File: src/rtl/seq_divider.sv
// Sequential 4-bit signed divider: one restoring step per clock on operand
// magnitudes, sign fix-up in a final cycle, fast paths for /0 and -8/-1.
`timescale 1ns/1ps

module seq_divider (
    input  logic       clk,
    input  logic       rst_n,
    input  logic       Start,
    input  logic [3:0] A,
    input  logic [3:0] B,
    output logic [3:0] Q,
    output logic [3:0] R,
    output logic       Busy,
    output logic       Done,
    output logic       DivZero,
    output logic       Overflow,
    output logic       Zero
);

    localparam logic [1:0] IDLE   = 2'd0;
    localparam logic [1:0] DIVIDE = 2'd1;
    localparam logic [1:0] FIX    = 2'd2;
    localparam logic [1:0] DONE   = 2'd3;

    logic [1:0] state;
    logic [1:0] next_state;
    logic [1:0] count;
    logic [3:0] a_shift;
    logic [3:0] b_mag;
    logic [3:0] rem;
    logic [3:0] quo;
    logic       sign_a;
    logic       sign_b;

    logic [3:0] a_abs;
    logic [3:0] b_abs;
    logic       div_by_zero;
    logic       too_big;
    logic [4:0] rem_shift;
    logic [4:0] diff;
    logic [3:0] q_fix;
    logic [3:0] r_fix;

    assign a_abs       = A[3] ? 4'd0 - A : A;
    assign b_abs       = B[3] ? 4'd0 - B : B;
    assign div_by_zero = (B == 4'd0);
    assign too_big     = (A == 4'b1000) && (B == 4'b1111);

    // The remainder stays below |B| <= 8, so the shifted value fits in 5 bits
    // and bit 4 of the difference is its sign.
    assign rem_shift = {rem, a_shift[3]};
    assign diff      = rem_shift - {1'b0, b_mag};

    assign q_fix = (sign_a ^ sign_b) ? 4'd0 - quo : quo;
    assign r_fix = sign_a ? 4'd0 - rem : rem;

    // NOTE: next_state gets a default before the case so no latch is inferred.
    always_comb begin
        next_state = state;
        case (state)
            IDLE:    if (Start) next_state = (div_by_zero || too_big) ? DONE : DIVIDE;
            DIVIDE:  if (count == 2'd3) next_state = FIX;
            FIX:     next_state = DONE;
            default: next_state = IDLE;
        endcase
    end

    // NOTE: the reset branch sits inside the clocked block, so reset is synchronous.
    always_ff @(posedge clk) begin
        if (!rst_n) begin
            state    <= IDLE;
            count    <= 2'd0;
            a_shift  <= 4'd0;
            b_mag    <= 4'd0;
            rem      <= 4'd0;
            quo      <= 4'd0;
            sign_a   <= 1'b0;
            sign_b   <= 1'b0;
            Q        <= 4'd0;
            R        <= 4'd0;
            Busy     <= 1'b0;
            Done     <= 1'b0;
            DivZero  <= 1'b0;
            Overflow <= 1'b0;
            Zero     <= 1'b0;
        end else begin
            state <= next_state;
            Busy  <= (next_state != IDLE);
            Done  <= (next_state == DONE);
            case (state)
                IDLE: begin
                    if (Start) begin
                        count   <= 2'd0;
                        a_shift <= a_abs;
                        b_mag   <= b_abs;
                        rem     <= 4'd0;
                        quo     <= 4'd0;
                        sign_a  <= A[3];
                        sign_b  <= B[3];
                        if (div_by_zero) begin
                            Q        <= 4'b1111;
                            R        <= A;
                            DivZero  <= 1'b1;
                            Overflow <= 1'b0;
                            Zero     <= 1'b0;
                        end else if (too_big) begin
                            Q        <= 4'b1000;
                            R        <= 4'd0;
                            DivZero  <= 1'b0;
                            Overflow <= 1'b1;
                            Zero     <= 1'b0;
                        end
                    end
                end
                DIVIDE: begin
                    rem     <= diff[4] ? rem_shift[3:0] : diff[3:0];
                    quo     <= {quo[2:0], ~diff[4]};
                    a_shift <= {a_shift[2:0], 1'b0};
                    count   <= count + 2'd1;
                end
                FIX: begin
                    Q        <= q_fix;
                    R        <= r_fix;
                    Zero     <= (q_fix == 4'd0);
                    DivZero  <= 1'b0;
                    Overflow <= 1'b0;
                end
                default: ;
            endcase
        end
    end

endmodule

File: config.mk
export PLATFORM = sky130hd
export DESIGN_NAME = seq_divider
export DESIGN_NICKNAME = d
export VERILOG_FILES = /design/src/rtl/seq_divider.sv
export SDC_FILE = /design/constraint.sdc
export NUM_CORES = 1
export LEC_CHECK = 0
export CORE_UTILIZATION = 30
export CTS_CLUSTER_DIAMETER = 120
export DETAILED_ROUTE_END_ITERATION = 10
export PLACE_DENSITY = 0.61
export SLEW_MARGIN = 20
export SYNTH_ARGS = -nofsm -noshare
export SYNTH_HDL_FRONTEND = slang
export SYNTH_SLANG_ARGS = --single-unit
File: constraint.sdc
create_clock -name clk -period 1.9 [get_ports clk]
set_clock_uncertainty 0.1 [all_clocks]
set_input_delay 0.38 -clock clk [delete_from_list [all_inputs] [get_ports clk]]
set_output_delay 0.38 -clock clk [all_outputs]
set_load 0.02 [all_outputs]
==> results of run 1 <==
-- area by class of cell --
type,count,area (µm²)
Fill cell,656,3522
Inverter,15,58.81
Tap cell,77,96.34
Clock buffer,6,72.57
Timing Repair Buffer,70,613.1
Clock inverter,2,12.51
Multi-Input combinational cell,168,1235
Sequential cell,35,703.2
-- repair_timing --
item | CTS | global route
gates resized for setup | 17 | 15
pin swaps | 8 | 12
gates cloned | 0 | 0
setup endpoints to repair | 7 | 10
buffers inserted | 13 | 2
-- layout by cell type (no fill, tap or decap), types with 2 or more instances in the layout --
master	n
buf_4	42
dfxtp_1	33
nor2_1	20
nand2_1	19
clkdlybuf4s50_1	19
a21oi_1	14
inv_1	11
o21ai_0	9
nand2b_1	8
ha_1	8
xnor2_1	6
a22oi_1	5
nand3_1	5
clkbuf_8	5
a211oi_1	4
buf_6	4
mux2i_1	3
nor2b_1	3
xor2_1	3
o31ai_1	3
a211oi_2	3
o41ai_1	3
nor3_1	3
a31oi_1	3
inv_2	2
a211o_1	2
o211a_1	2
a21o_1	2
nor3_2	2
nand4_1	2
nor4_1	2
dfxtp_2	2
dlymetal6s2s_1	2
dlygate4sd2_1	2
-- worst max-delay path by stage --
stage / start / to / slack [ns] / cells after the start
3_5_place_dp: B[0] / Zero$_SDFFE_PN0P_ / -0.35 / 7
4_1_cts: a_shift[3]$_SDFFE_PN0P_ / rem[0]$_SDFFE_PN0P_ / -0.13 / 8
6_report: a_shift[3]$_SDFFE_PN0P_ / quo[0]$_SDFFE_PN0P_ / -0.20 / 9
5_1_grt: a_shift[3]$_SDFFE_PN0P_ / quo[0]$_SDFFE_PN0P_ / -0.24 / 9
2_1_floorplan: a_shift[3]$_SDFFE_PN0P_ / rem[0]$_SDFFE_PN0P_ / -0.04 / 8
3_3_place_gp: B[0] / Zero$_SDFFE_PN0P_ / -0.33 / 7
-- where the power goes --
group / internal, mW / switching [mW] / total, mW
Combinational: 0.320 / 0.302 / 0.622
Clock: 0.256 / 0.278 / 0.534
Sequential: 0.775 / 0.0356 / 0.811
-- critical path, delay by kind of cell, from the launching register on --
family                     cells  cell delay [ns]
AOI/OAI and AO/OA              3             0.79
adders and majority gates      2             0.46
DFF                            1             0.34
buffers and inverters          3             0.25
and+or+nand+nor                1             0.07
-- layer usage --
| metal | wire length [µm] | up-vias | track usage (%) |
|---|---|---|---|
| met5 | 0 | - | 0 |
| met4 | 88 | 0 | 7.759 |
| met3 | 144 | 6 | 3.187 |
| met2 | 2337 | 32 | 25.00 |
| met1 | 2542 | 860 | 21.33 |
| li1 | - | 949 | - |
-- registers in the layout, summed over array words and instances, names as in the netlist, 2 cells and up --
name     flops
a_shift      4
Q            4
R            4
state        2
rem          4
count        2
b_mag        4
quo          4
-- per-stage QoR --
| step | setup slack, ns | total power [mW] | TNS [ns] | std cells |
|---|---|---|---|---|
| 6_report | -0.1967 | 1.966 | -0.7617 | 373 |
| 5_1_grt | -0.2407 | 2.069 | -0.9576 | 373 |
| 4_1_cts | -0.1314 | 1.942 | -0.5894 | 375 |
| 3_5_place_dp | -0.3513 | 1.312 | -3.932 | 354 |
| 3_3_place_gp | -0.3278 | 1.300 | -3.502 | 354 |
| 2_1_floorplan | -0.04492 | 1.115 | -0.04492 | 229 |
-- kinds of logic after synthesis --
logic type / share of synthesized area [%]
simple gates: 22.09
compound gates: 22.47
flops: 35.85
buf+inv: 6.018
fa+ha+maj: 7.426
xor+xnor: 4.034
mux: 2.113
==> metrics.csv, run 1 <==
metric,value,unit
leakagePower,1.124,nW
synth_most_common_cell,dfxtp_1,
rsz0062_at_grt,true,
dp_hpwl,3676,µm
wirelength,5112,µm
placed_area,0.002505,mm²
yosysSeqAreaShare,35.85,%
grt_pass1_vias,1736,
root_buffer,clkbuf_8,
synth_cell_type_count,56,
yosys_register_bits,35,
min_from,a_shift[1]$_SDFFE_PN0P_,
cts_made_buffers,5,
fmax,476.9,MHz
yosysTopAreaCellShare,35.85,%
hold_viol_final,0,
crit_path_cell_trace,"inv_4, ha_4, inv_2, fa_2, a211o_1, a21o_1, buf_6, a32oi_2, nor2_1",
clk_pin_slew,0.07,ns
h-tree-depth,2,
track_usage,16.15,%
setup_viol,5,
routed-via-count,1847,
cp-start-kind,register,
grt_first_pass_wirelength,8259,µm
fin_area,0.002791,mm²
wl_per_cell,13.71,µm
async_reset_ff_share,0,%
violations,negative setup slack,
r2r_start,a_shift[3]$_SDFFE_PN0P_,
drcViolationCount,0,
worstSetupPathType,register to register,
hold_buffers,0,
synthCells,229,
core,0.006314,mm²
tightestPinTransition,0.5054,ns
r2r-end,quo[0]$_SDFFE_PN0P_,
gp_congestion,0.8382,
ys.flop_type,dfxtp_1,
slew_headroom,66.31,%
fin_crit,2.097,ns
dieHeight,82.71,µm
antenna_found_initial,0,
synth_common_cells,"dfxtp_1, nand2_1, nor2_1",
crit_path_end_kind,register,
ys_top_cells_by_area,"dfxtp_1, ha_1, a21oi_1",
synth-edff-count,0,
critPathMaxStageDelay,0.35,ns
path_max_fanout,4,
syn_nets,251,
hold_class,register to register,
drt_iter0_drc,81,
rr_worst_depth,9,
die-area,0.006841,mm²
drt-vias-per-instance,4.952,
powerDensity,704.4,mW/mm²
rrSetupSlack,-0.20,ns
whs,0.3562,ns
start_util,30.96,%
worst_ir_drop_vdd,0.0003096,V
die_w,82.71,µm
fin_ws,-0.1967,ns
worstPathArrival,2.18,ns
drive_gt1_share,28.72,%
dr.pass1.iters,4,
drv_slew,0,
syn_area_per_cell,8.534,µm²
outcome,"complete, but fails checks",
fin_nets,317,
yosysTopAreaCell,dfxtp_1,
numPortBuffers,23,
fin_util,44.21,%
drv_cap,0,
period_share,110.4,%
ant_nets,0,
synth_area,0.001954,mm²
gr-total-overflow,0,
cp.required,1.99,ns
hold_depth,2,
grt_max_degree,18,
crit_slowest_cell,a211o_1,
min_to,a_shift[1]$_SDFFE_PN0P_,
cts_tree,done,
clock_path_buffers,2,
area_growth_syn_to_layout,42.83,%
num_rows,29,
cts_sinks,35,
clock_latency,0.29,ns
yosysWarnings,0,
boundaryPins,24,
num_antenna_cells,0,
No activity file was read; power rests on OpenSTA's default activity.
==> run 2: changes to the inputs <==
--- a/config.mk
+++ b/config.mk
@@ -8,6 +8,7 @@
 export CORE_UTILIZATION = 30
 export CTS_CLUSTER_DIAMETER = 120
 export DETAILED_ROUTE_END_ITERATION = 10
+export GPL_ROUTABILITY_DRIVEN = 0
 export PLACE_DENSITY = 0.61
 export SLEW_MARGIN = 20
 export SYNTH_ARGS = -nofsm -noshare
==> results of run 2 <==
Final layout, timing and power as in run 1 (identical DEF).
